[src/rtl/counter_64.sv]
// Free-running cycle counter with start/end timestamp capture and elapsed-cycle output.
// Optional watchdog enabled by defining COUNTER_64_TIMEOUT_EN.
module counter_64 #(
    parameter int WIDTH         = 64,
    parameter int TIMEOUT_LIMIT = 6000
) (
    input  logic             clk,
    input  logic             rst,
    input  logic             increment,
    input  logic             clear,
    input  logic             load,
    input  logic [WIDTH-1:0] load_value,
    input  logic             mark_start,
    input  logic             mark_end,
    output logic [WIDTH-1:0] count,
    output logic [WIDTH-1:0] start_cycle,
    output logic [WIDTH-1:0] end_cycle,
    output logic [WIDTH-1:0] elapsed,
    output logic             wrapped,
    output logic             timeout
);

    logic [WIDTH-1:0] count_q, count_d;
    logic [WIDTH-1:0] start_q, start_d;
    logic [WIDTH-1:0] end_q, end_d;
    logic             wrapped_q, wrapped_d;

    always_comb begin
        count_d   = count_q;
        wrapped_d = wrapped_q;
        if (clear) begin
            count_d   = '0;
            wrapped_d = 1'b0;
        end else if (load) begin
            count_d = load_value;
        end else if (increment) begin
            count_d = count_q + 1'b1;
            if (count_q == {WIDTH{1'b1}}) begin
                wrapped_d = 1'b1;
            end
        end
    end

    // Marks always sample the pre-update count, whatever the count controls do.
    always_comb begin
        start_d = mark_start ? count_q : start_q;
        end_d   = mark_end   ? count_q : end_q;
    end

    always_ff @(posedge clk or negedge rst) begin
        if (!rst) begin
            count_q   <= '0;
            start_q   <= '0;
            end_q     <= '0;
            wrapped_q <= 1'b0;
        end else begin
            count_q   <= count_d;
            start_q   <= start_d;
            end_q     <= end_d;
            wrapped_q <= wrapped_d;
        end
    end

`ifdef COUNTER_64_TIMEOUT_EN
    localparam logic [WIDTH-1:0] LIMIT = WIDTH'(TIMEOUT_LIMIT);

    logic timeout_q, timeout_d;

    always_comb begin
        timeout_d = timeout_q;
        if (clear) begin
            timeout_d = 1'b0;
        end else if (count_q > LIMIT) begin
            timeout_d = 1'b1;
        end
    end

    always_ff @(posedge clk or negedge rst) begin
        if (!rst) begin
            timeout_q <= 1'b0;
        end else begin
            timeout_q <= timeout_d;
        end
    end

    assign timeout = timeout_q;
`else
    assign timeout = 1'b0;
`endif

    assign count       = count_q;
    assign start_cycle = start_q;
    assign end_cycle   = end_q;
    assign elapsed     = end_q - start_q;
    assign wrapped     = wrapped_q;

endmodule

[config.mk]
export PLATFORM = sky130hd
export DESIGN_NAME = counter_64
export DESIGN_NICKNAME = d
export VERILOG_FILES = /design/src/rtl/counter_64.sv
export SDC_FILE = /design/constraint.sdc
export NUM_CORES = 1
export LEC_CHECK = 0
export BUFFER_PORTS_ARGS = -buffer_cell sky130_fd_sc_hd__buf_4
export CAP_MARGIN = 20
export CORE_MARGIN = 10
export CORE_UTILIZATION = 30
export DETAILED_ROUTE_END_ITERATION = 8
export SLEW_MARGIN = 20
export SYNTH_ARGS = -nofsm -noshare
export SYNTH_HDL_FRONTEND = slang
export SYNTH_SLANG_ARGS = --single-unit
[constraint.sdc]
create_clock -name clk -period 2.4 [get_ports clk]
set_input_delay 0.12 -clock clk [delete_from_list [all_inputs] [get_ports clk]]
set_output_delay 0.12 -clock clk [all_outputs]
set_load 0.005 [all_outputs]
Word level (Yosys, flattened, before mapping)

Cells that the tools add are included.

Eq/ne operators: 2
Reductions and logical operators: 4
Multiplexer cells: 7
$add $sub $neg: 2

Operators by type and width:

| operator              | number |
|---|---|
| $mux 64               | 3 |
| $add 64x1->64 const B | 1 |
| $eq 64x64->1 const B  | 1 |
| $sub 64x64->64        | 1 |
| $mux 1                | 4 |
| $reduce_bool 2->1     | 2 |
| $reduce_and 3->1      | 1 |
| $reduce_bool 3->1     | 1 |
| $ne 2x2->1 const B    | 1 |

Output and inout bits: 258
Input port bits: 71
Flip-flop bits (word level): 193

Logic depth before layout (Yosys ltp)

Gate-level depths: netlist (run 1).

Depth in word-level cells: 5
Gate-level depth with buffers: 12
Mapped depth without buffers: 12

Least setup slack after synthesis (run 1)

OpenSTA, ideal clock, no wires.

Path type: register -> output
Start point: register start_q[14], in the netlist start_cycle[14]
End point: output elapsed[57]
Required time: 2280 ps
Stages on the path, launching flop included: 13
Slack: -324 ps
Arrival time: 2604 ps
Cell sequence: dfrtp_1 inv_1 ha_1 buf_6 a21o_1 a221o_1 a31o_1 o31ai_2 a21oi_2 a31oi_4 nor4_2 o41ai_2 xnor2_1

Word-level cells in the longest chain between the ends: 1

Ends and longest elaborated chain:

| what                   | line | source |
|---|---|---|
| start, declared        | 24   | `logic [WIDTH-1:0] start_q, start_d;` |
| start signal, assigned | 58   | `start_q <= start_d;` |
| $sub 64x64->64         | 94   | `assign elapsed = end_q - start_q;` |
| end, declared          | 18   | `output logic [WIDTH-1:0] elapsed,` |

No other way between the ends.

Worst setup path in the final report (run 1)

Start point: register end_q[14], in the netlist end_cycle[14]
End point: output elapsed[40]

Word-level cells in the longest chain between the ends: 1

Ends and longest elaborated chain:

| what                   | line | source |
|---|---|---|
| start, declared        | 25   | `logic [WIDTH-1:0] end_q, end_d;` |
| start signal, assigned | 59   | `end_q <= end_d;` |
| $sub 64x64->64         | 94   |  |

No other way between the ends.

==> reports/qor.txt, run 1 <==
outcome -> finished with violations
failing checks -> negative setup slack
critical path arrival -> 3430 ps
setup_tns -> -46140 ps
# clock sinks -> 193
Die H -> 224 µm
total CTS buffers -> 17
Core ar. -> 41000 µm²
initial core utilization -> 30.5%
HP Class -> input pin to flip-flop
via count -> 13600
Hold Crit Start -> mark_end
syn_nets -> 1560
Hold EP -> end_cycle[19]$_DFFE_PN0P_
most common cell after layout, fill and taps aside -> buf_4
Post-synth EDFFs -> 0
initial antenna violation count -> 9
TritonRoute pass-1 iters -> 5
die width -> 224 µm
Crit Path Class -> flip-flop to output pin
Layout Skew -> 14.4 ps
CTS Buffer Depth -> 2
vias per cell -> 4.93
clk slew on worst S/H paths -> 70 ps
Seq/Total Area, Yosys -> 38.6%
final worst path period need -> 3550 ps
Seq cells post-synth -> 193
Reg-to-Reg End -> count[61]$_DFFE_PN0P_
DRT iter0 DRCs -> 829
hold depth -> 2
Final Non-Filler Cells -> 2765
crit path launch type -> flip-flop
Worst-Skew Late Latency -> 470 ps
Fin. Hold Viols -> 0
critical path data required time -> 2280 ps
top post-synthesis cells by area -> dfrtp_1 39%, ha_1 6.4%, mux2_2 5.8%
Slowest Stage Delay on Critical Path -> 420 ps
Worst Setup End Kind -> output pin
critical path's slowest cell -> dfrtp_1
highest-count cells in the layout ignoring fill and taps -> 719 x buf_4, 193 x dfrtp_1, 141 x nor2_1
post-route DRC violation count -> 0
I/O pin count -> 329
max-cap violations -> 0
Layout Nets -> 2352
VDD IR max -> 0.465 mV
Core Rows -> 74
CP cell instances -> ha_4 -> buf_8 -> nand4_1 -> nor2_1 -> nand4_1 -> a211oi_4 -> nor3_4 -> buf_12 -> buf_8 -> o21bai_4 -> buf_6 -> a21oi_4 -> o21ai_2 -> xor2_1 -> buf_4
number of global-route vias before repair -> 13900
Pleak -> 10.7 nW
RSZ-0062 raised after global routing -> yes
Pwr Total -> 14.4 mW
yosys warns -> 0
Max Fclk -> 0.282 GHz
share of Yosys cell area claimed by the top area cell type -> 38.6%
CTS tree -> yes
Worst Slack Setup Final -> -1150 ps
post-synth cell types -> 72
largest net degree at the start of global routing -> 75
Syn Inst Count -> 1424
area leader, netlist -> dfrtp_1
worst reg-to-reg path cell count -> 10
Synth-to-Final Area Change -> 75.5%
layout cells sized above 1 -> 49.0%
Routed WL per cell -> 19.4 µm
PwrDens -> 655 nW/µm²
fraction of registers with async set/reset -> 100%
Final period util -> 148%
placed insts -> 2596
post-synthesis area per instance -> 8.78 µm²
GRT Overall Usage -> 20.4%
Placer Congestion -> 0.893
CP max FO -> 4
RR Startpoint -> count[5]$_DFFE_PN0P_
worst-margin pin slew -> 841 ps
predominant post-synthesis flop cell -> dfrtp_1
DIE AREA -> 50200 µm²
total grt overflow -> 0
final slew viol count -> 0
Routed Antenna Nets -> 0
Mapped Area -> 12500 µm²
R2R Setup Slk -> -10 ps
Buffers on Ports -> 327
Final Setup Violations -> 59
CTS H-tree lvls -> 4
routed wire length -> 53.5 mm
DP Wirelength -> 40.7 mm
first-pass GRT wire length -> 80.7 mm
Root Driver -> clkbuf_16
slew margin rel. -> 44.0%
[worst max-delay path by stage]
stage | startpoint | to | depth (start not counted) | slack (ps)
final | end_cycle[14]$_DFFE_PN0P_ | elapsed[40] | 15 | -1150
after global routing | start_cycle[14]$_DFFE_PN0P_ | elapsed[42] | 15 | -1330
after CTS | start_cycle[14]$_DFFE_PN0P_ | elapsed[57] | 13 | -1050
after detailed placement | start_cycle[0]$_DFFE_PN0P_ | elapsed[62] | 14 | -940
after global placement | start_cycle[0]$_DFFE_PN0P_ | elapsed[62] | 14 | -930
after floorplan | start_cycle[14]$_DFFE_PN0P_ | elapsed[57] | 12 | -240
[worst max-delay path, delay by kind of cell, from the launching register on]
family	cells	cell delay [ps]
buffers and inverters	5	640
XOR/XNOR	1	190
adder cells (fa/ha/maj)	1	310
AO/OA/AOI/OAI	4	760
AND/OR/NAND/NOR	4	640
flip-flops	1	420
[where the power goes]
part | switching (mW) | internal, mW
combinational | 3.58 | 4.09
sequential | 0.179 | 3.47
clock | 1.36 | 1.69
[stage by stage]
stage	instance area, µm²	setup slack (ps)	util [%]	hold slack (ps)
after floorplan	12600	-241	-	-176
after global placement	18400	-928	44.9	106
after detailed placement	18400	-945	44.9	109
after CTS	20800	-1050	50.8	85.0
after global routing	21900	-1330	53.5	87.2
final	21900	-1150	53.5	102
[registers in the layout, summed over array words and instances, names as in the netlist]
| register | cells |
|---|---|
| wrapped | 1 |
| end_cycle | 64 |
| count | 64 |
| start_cycle | 64 |
[area by class of cell]
| class | count | area (µm²) |
|---|---|---|
| well taps | 532 | 666 |
| clock buffers | 23 | 468 |
| inverters | 80 | 300 |
| flip-flops and latches | 193 | 4830 |
| fillers | 3575 | 19100 |
| clock inverters | 9 | 131 |
| diodes | 4 | 10.0 |
| multi-input cells | 1072 | 8640 |
| repair buffers | 852 | 6900 |
[cell usage after synthesis (9+ instances only)]
master,count
a21o_1,34
a21oi_1,114
a31oi_1,15
and3_1,21
clkbuf_1,65
dfrtp_1,193
ha_1,64
inv_1,80
mux2_2,64
mux2i_1,17
nand2_1,136
nand3_1,42
nand4_1,38
nor2_1,150
nor2b_1,9
nor3_1,15
o21a_1,13
o21ai_0,102
o21bai_1,12
xnor2_1,54
xor2_1,63
[kinds of logic (layout without fill, tap and decap cells)]
kind of cell | after synthesis | count (layout) | share of synthesized area (%)
buf+inv | 159 | 964 | 4.95
simple gates | 462 | 462 | 17.6
fa+ha+maj | 65 | 65 | 6.56
compound gates | 346 | 346 | 16.9
other cells | 1 | 5 | 0.0300
flops | 193 | 193 | 38.6
mux | 81 | 81 | 7.12
xor+xnor | 117 | 117 | 8.20
[layer usage]
metal / up-vias / share of wire, % / track usage (%)
li1: 6560 / - / -
met2: 377 / 49 / 34.2
met3: 79 / 5.7 / 4.79
met5: - / 0.093 / 0
met1: 6618 / 43 / 25.4
met4: 10 / 2.3 / 6.43
[what timing repair did]
item / in CTS / in global routing
resized for setup: 169 / 150
setup endpoints to repair: 64 / 83
hold buffers: 65 / 0
endpoints found under the hold margin: 111 / 0
buffers inserted: 29 / 47
pin swaps: 67 / 84
Power figures use the tool's default switching activity.
==> run 2, diff against run 1 <==
--- a/config.mk
+++ b/config.mk
@@ -8,7 +8,7 @@
 export BUFFER_PORTS_ARGS = -buffer_cell sky130_fd_sc_hd__buf_4
 export CAP_MARGIN = 20
 export CORE_MARGIN = 10
-export CORE_UTILIZATION = 30
+export CORE_UTILIZATION = 33
 export DETAILED_ROUTE_END_ITERATION = 8
 export SLEW_MARGIN = 20
 export SYNTH_ARGS = -nofsm -noshare
==> run 2 against run 1 <==
  * The run still ends with negative setup slack left
  * First-iteration DRC count fell by 18%
  * Clock power fell by 7.8%
  * Global-route usage rose by 1.7 points
  * Final cell count fell by 1.6%
  * Non-clock buffer count fell by 21
  * Sequential cell count did not move
  * Critical path depth fell by 2
  * Critical path type unchanged
  * Critical endpoint is now elapsed[32]
  * Largest power group unchanged
==> reports/qor.txt, run 2 (synthesis results as in run 1) <==
GRT Overall Usage -> 22.1%
DP Wirelength -> 39.7 mm
Pleak -> 10.6 nW
Fin. Hold Viols -> 0
critical path arrival -> 3330 ps
DRT iter0 DRCs -> 678
Placer Congestion -> 0.927
area of the multi-input gates -> 8750 µm²
Hold Crit Start -> load_value[46]
Layout fillers -> 3213
hold depth -> 4
Sw Share -> 36.8%
worst-margin pin slew -> 787 ps
setup_tns -> -44200 ps
failing checks -> negative setup slack
initial core utilization -> 33.4%
max-cap violations -> 0
worst reg-to-reg path cell count -> 10
Pwr Total -> 14.0 mW
Final Setup Violations -> 59
VDD IR max -> 0.519 mV
Worst Setup End Kind -> output pin
total CTS buffers -> 17
Layout Nets -> 2331
CTS Buffer Depth -> 2
clock power share -> 20.1%
CTS H-tree lvls -> 4
Worst-Skew Late Latency -> 460 ps
Int Power -> 8.86 mW
first-pass GRT wire length -> 81.3 mm
total grt overflow -> 0
post-route DRC violation count -> 0
met2 WL post-DR -> 26.4 mm
crit path launch type -> flip-flop
number of global-route vias before repair -> 14000
Die H -> 215 µm
critical path data required time -> 2280 ps
Root Driver -> clkbuf_16
met3 wire length -> 2.78 mm
PwrDens -> 643 nW/µm²
TritonRoute pass-1 iters -> 7
final core utilization -> 58.2%
Net Switching -> 5.16 mW
Layout Skew -> 12.9 ps
CP max FO -> 3
Final period util -> 144%
initial antenna violation count -> 6
DR top layer -> met5
DP Worst Slack -> -793 ps
slew margin rel. -> 47.5%
final hold slack -> 28.8 ps
layout cells sized above 1 -> 49.1%
Max Fclk -> 0.290 GHz
wl on met1 -> 22.7 mm
Synth-to-Final Area Change -> 74.4%
Comb power frac -> 53.8%
most common cell after layout, fill and taps aside -> buf_4
Routed WL per cell -> 19.6 µm
final slew viol count -> 0
Core Rows -> 71
highest-count cells in the layout ignoring fill and taps -> 697 x buf_4, 193 x dfrtp_1, 143 x nor2_1
RR Startpoint -> count[40]$_DFFE_PN0P_
DIE AREA -> 46100 µm²
CTS tree -> yes
Crit Path Class -> flip-flop to output pin
HP Class -> input pin to flip-flop
# clock sinks -> 193
Register Area -> 4830 µm²
via count -> 13600
Seq pwr share -> 26.1%
vias per cell -> 5.00
outcome -> finished with violations
I/O pin count -> 329
Worst Slack Setup Final -> -1050 ps
Buffers on Ports -> 327
Core ar. -> 37500 µm²
routed wire length -> 53.2 mm
largest net degree at the start of global routing -> 74
final worst path period need -> 3450 ps
clk slew on worst S/H paths -> 80 ps
RSZ-0062 raised after global routing -> yes
die width -> 215 µm
worst setup path start -> end_cycle[0]$_DFFE_PN0P_
Routed Antenna Nets -> 0
[run 2: cell types whose count changed in the layout (fill, tap and decap cells not counted), sizes merged]
cell         before  now
buf             786  767
clkbuf           24   18
inv              80   86
clkinv            3    7
bufinv            3    0
diode             4    2
dlygate4sd3      65   63
clkinvlp          3    2
[run 2: per-stage QoR]
step                std cells  area, µm²
floorplan                1424      12600
global placement         2552      18200
detailed placement       2552      18200
CTS                      2686      20900
global route             2720      21800
finish                   2721      21800
[run 2: what timing repair did]
item / 4_1_cts / 5_1_grt
gates resized for setup: 210 / 125
setup endpoints to repair: 66 / 87
hold buffers: 63 / 0
endpoints found under the hold margin: 131 / 0
pin swaps: 95 / 87
setup buffers: 47 / 42
[run 2: final timing paths]
path	endpoint	slack (ps)
min in group asynchronous	count[13]$_DFFE_PN0P_	240
hold reg to reg	end_cycle[59]$_DFFE_PN0P_	550
hold / removal	count[46]$_DFFE_PN0P_	30
setup reg to reg	count[63]$_DFFE_PN0P_	-30
max in group asynchronous	end_cycle[44]$_DFFE_PN0P_	1460
setup / recovery	elapsed[32]	-1050
[run 2: final cells by class]
cell class / instances / share of cell area (%)
flip-flops and latches: 193 / 22.1
multi-input cells: 1072 / 40.1
well taps: 511 / 2.93
clock inverters: 15 / 0.591
inverters: 80 / 1.38
diodes: 2 / 0.0230
repair buffers: 831 / 30.9
clock buffers: 17 / 1.95
[run 2: worst max-delay path, stage by stage (launching register included)]
cell      delay, ps
dfrtp_1         360
inv_1            80
ha_4            170
fa_2            350
nor2b_2         140
o31a_1          250
o21bai_4        100
a22oi_2         280
o211ai_1        260
buf_4           210
nor2b_4         130
o21ai_2         130
xor2_1          250
buf_4           160
[run 2: power by group through the flow]
stage          sequential (mW)  combinational, mW  clock (mW)
6_report                  3.66               7.55        2.82
5_1_grt                   3.69               8.05        3.01
4_1_cts                   3.65               7.00        2.88
3_5_place_dp              3.70               5.80           0
3_3_place_gp              3.69               5.77           0
2_1_floorplan             3.74               2.46           0
[run 2: layer usage]
metal	track usage, %	up-vias
li1	-	6488
met1	27.5	6620
met2	38.1	417
met3	4.40	81
met4	6.31	8
met5	0	-
==> run 3, diff against run 2 <==
--- a/config.mk
+++ b/config.mk
@@ -7,9 +7,11 @@
 export LEC_CHECK = 0
 export BUFFER_PORTS_ARGS = -buffer_cell sky130_fd_sc_hd__buf_4
 export CAP_MARGIN = 20
+export CORE_ASPECT_RATIO = 0.8
 export CORE_MARGIN = 10
 export CORE_UTILIZATION = 33
 export DETAILED_ROUTE_END_ITERATION = 8
+export PLACE_DENSITY_LB_ADDON = 0.25
 export SLEW_MARGIN = 20
 export SYNTH_ARGS = -nofsm -noshare
 export SYNTH_HDL_FRONTEND = slang
==> run 3 against run 2 <==
  * The flow still finishes with violations (negative setup slack)
  * Sequential power is essentially flat
  * Register-to-register slack better by 30 ps
  * Clock skew fell by 2.0 ps
  * Total power increased by 2.9%
  * Setup slack got worse by 110 ps
  * Sequential cell count is the same
  * Non-clock buffer count is 31 higher
  * Critical endpoint is now elapsed[41]
==> reports/qor.txt, run 3 (synthesis results as in run 1) <==
outcome -> finished with violations
failing checks -> negative setup slack
GRT Overall Usage -> 22.7%
via count -> 13900
post-route DRC violation count -> 0
setup_tns -> -47280 ps
Slowest Stage Delay on Critical Path -> 370 ps
vias per cell -> 5.08
DRT iter0 DRCs -> 985
Worst-Skew Late Latency -> 480 ps
Core Rows -> 63
CP cell instances -> inv_2 -> ha_1 -> nor2b_4 -> o2111ai_4 -> a2111oi_4 -> buf_4 -> o31ai_4 -> a21oi_4 -> buf_6 -> buf_6 -> a21boi_4 -> o21bai_1 -> a21oi_1 -> xnor2_1 -> buf_4
VDD IR max -> 0.420 mV
Worst Setup End Kind -> output pin
Final Non-Filler Cells -> 2729
Layout Nets -> 2362
critical path data required time -> 2280 ps
RSZ-0062 raised after global routing -> yes
Final Setup Violations -> 60
CP top delay family -> compound AO/OA/AOI/OAI gates
cell area after layout -> 21800 µm²
routed wire length -> 53.8 mm
PwrDens -> 662 nW/µm²
Die H -> 194 µm
CTS H-tree lvls -> 4
final core utilization -> 58.6%
critical path arrival -> 3440 ps
CP Buf/Inv Count -> 5
Routed Antenna Nets -> 0
highest-count cells in the layout ignoring fill and taps -> 744 x buf_4, 193 x dfrtp_1, 142 x nor2_1
Root Driver -> clkbuf_16
placed insts -> 2565
# clock sinks -> 193
largest net degree at the start of global routing -> 66
Core ar. -> 37200 µm²
Routed WL per cell -> 19.7 µm
Worst Slack Setup Final -> -1160 ps
final worst path period need -> 3560 ps
total CTS buffers -> 17
Post-DP Area -> 18500 µm²
HP Class -> input pin to flip-flop
Synth-to-Final Area Change -> 74.3%
Layout Skew -> 10.9 ps
CP max FO -> 3
crit path launch type -> flip-flop
slew margin rel. -> 45.3%
TritonRoute pass-1 iters -> 5
Final period util -> 148%
DIE AREA -> 46100 µm²
CTS tree -> yes
max-cap violations -> 0
most common cell after layout, fill and taps aside -> buf_4
Fin. Hold Viols -> 0
initial antenna violation count -> 6
first-pass GRT wire length -> 82.6 mm
Pleak -> 10.8 nW
CTS Buffer Depth -> 2
total grt overflow -> 0
die width -> 238 µm
critical path's slowest cell -> dfrtp_1
worst-margin pin slew -> 820 ps
initial core utilization -> 33.6%
Placer Congestion -> 0.919
I/O pin count -> 329
clk slew on worst S/H paths -> 80 ps
final slew viol count -> 0
Max Fclk -> 0.281 GHz
DP Wirelength -> 40.6 mm
Buffers on Ports -> 327
Pwr Total -> 14.4 mW
layout cells sized above 1 -> 49.2%
Crit Path Class -> flip-flop to output pin
number of global-route vias before repair -> 14100
[run 3: cell types whose count changed in the layout (fill, tap and decap cells not counted), moves of 4 or more]
| cell | change |
|---|---|
| nand2_2 | -4 |
| ha_4 | -6 |
| a21oi_4 | -5 |
| xnor2_4 | -6 |
| a31oi_1 | +4 |
| bufinv_16 | +6 |
| buf_6 | -17 |
| buf_4 | +47 |
| nand2_1 | +4 |
| nor2_4 | +4 |
| xnor2_1 | +4 |
| a21oi_2 | +5 |
[run 3: area by class of cell]
type	count	area, µm²
clock inverters	15	253
repair buffers	862	6900
well taps	487	609
fillers	3217	15400
diodes	3	7.51
flip-flops and latches	193	4830
multi-input cells	1072	8460
inverters	80	303
clock buffers	17	425
[run 3: stage by stage]
stage	setup slack, ps	hold WS, ps
2_1_floorplan	-241	-176
3_3_place_gp	-750	98.6
3_5_place_dp	-819	102
4_1_cts	-1130	10.2
5_1_grt	-1310	52.4
6_report	-1160	26.6
[run 3: path summary, 6_finish.rpt]
path | slack [ps] | start | to | depth (start not counted)
hold reg to reg | 520 | wrapped$_DFFE_PN0P_ | wrapped$_DFFE_PN0P_ | 2
setup / recovery | -1160 | start_cycle[1]$_DFFE_PN0P_ | elapsed[41] | 15
min in group asynchronous | 150 | rst | end_cycle[5]$_DFFE_PN0P_ | 2
hold / removal | 30 | load_value[39] | count[39]$_DFFE_PN0P_ | 4
max in group asynchronous | 1550 | rst | end_cycle[40]$_DFFE_PN0P_ | 3
setup reg to reg | 0 | count[2]$_DFFE_PN0P_ | count[43]$_DFFE_PN0P_ | 8
[run 3: tightest hold or removal path, delay by kind of cell]
family	cells	cell delay [ps]
simple gates	2	190
buf+inv	1	90
compound gates	1	70
[run 3: repair_timing]
action,in CTS,in global routing
setup buffers,39,39
pin swaps,90,87
setup endpoints to repair,66,86
hold buffers,64,0
endpoints found under the hold margin,106,0
gates resized for setup,194,98
[run 3: power breakdown]
part / switching [mW] / internal [mW] / total (mW)
logic: 3.46 / 3.92 / 7.38
registers: 0.184 / 3.47 / 3.66
clock network: 1.43 / 1.97 / 3.39
total: 5.07 / 9.36 / 14.4
[run 3: routing by layer]
metal / GRT usage [%] / share of wire [%] / up-vias
li1: - / - / 6577
met5: 0 / 0.063 / -
met3: 5.58 / 6.2 / 69
met4: 6.18 / 1.6 / 6
met2: 36.2 / 46 / 429
met1: 30.1 / 46 / 6777
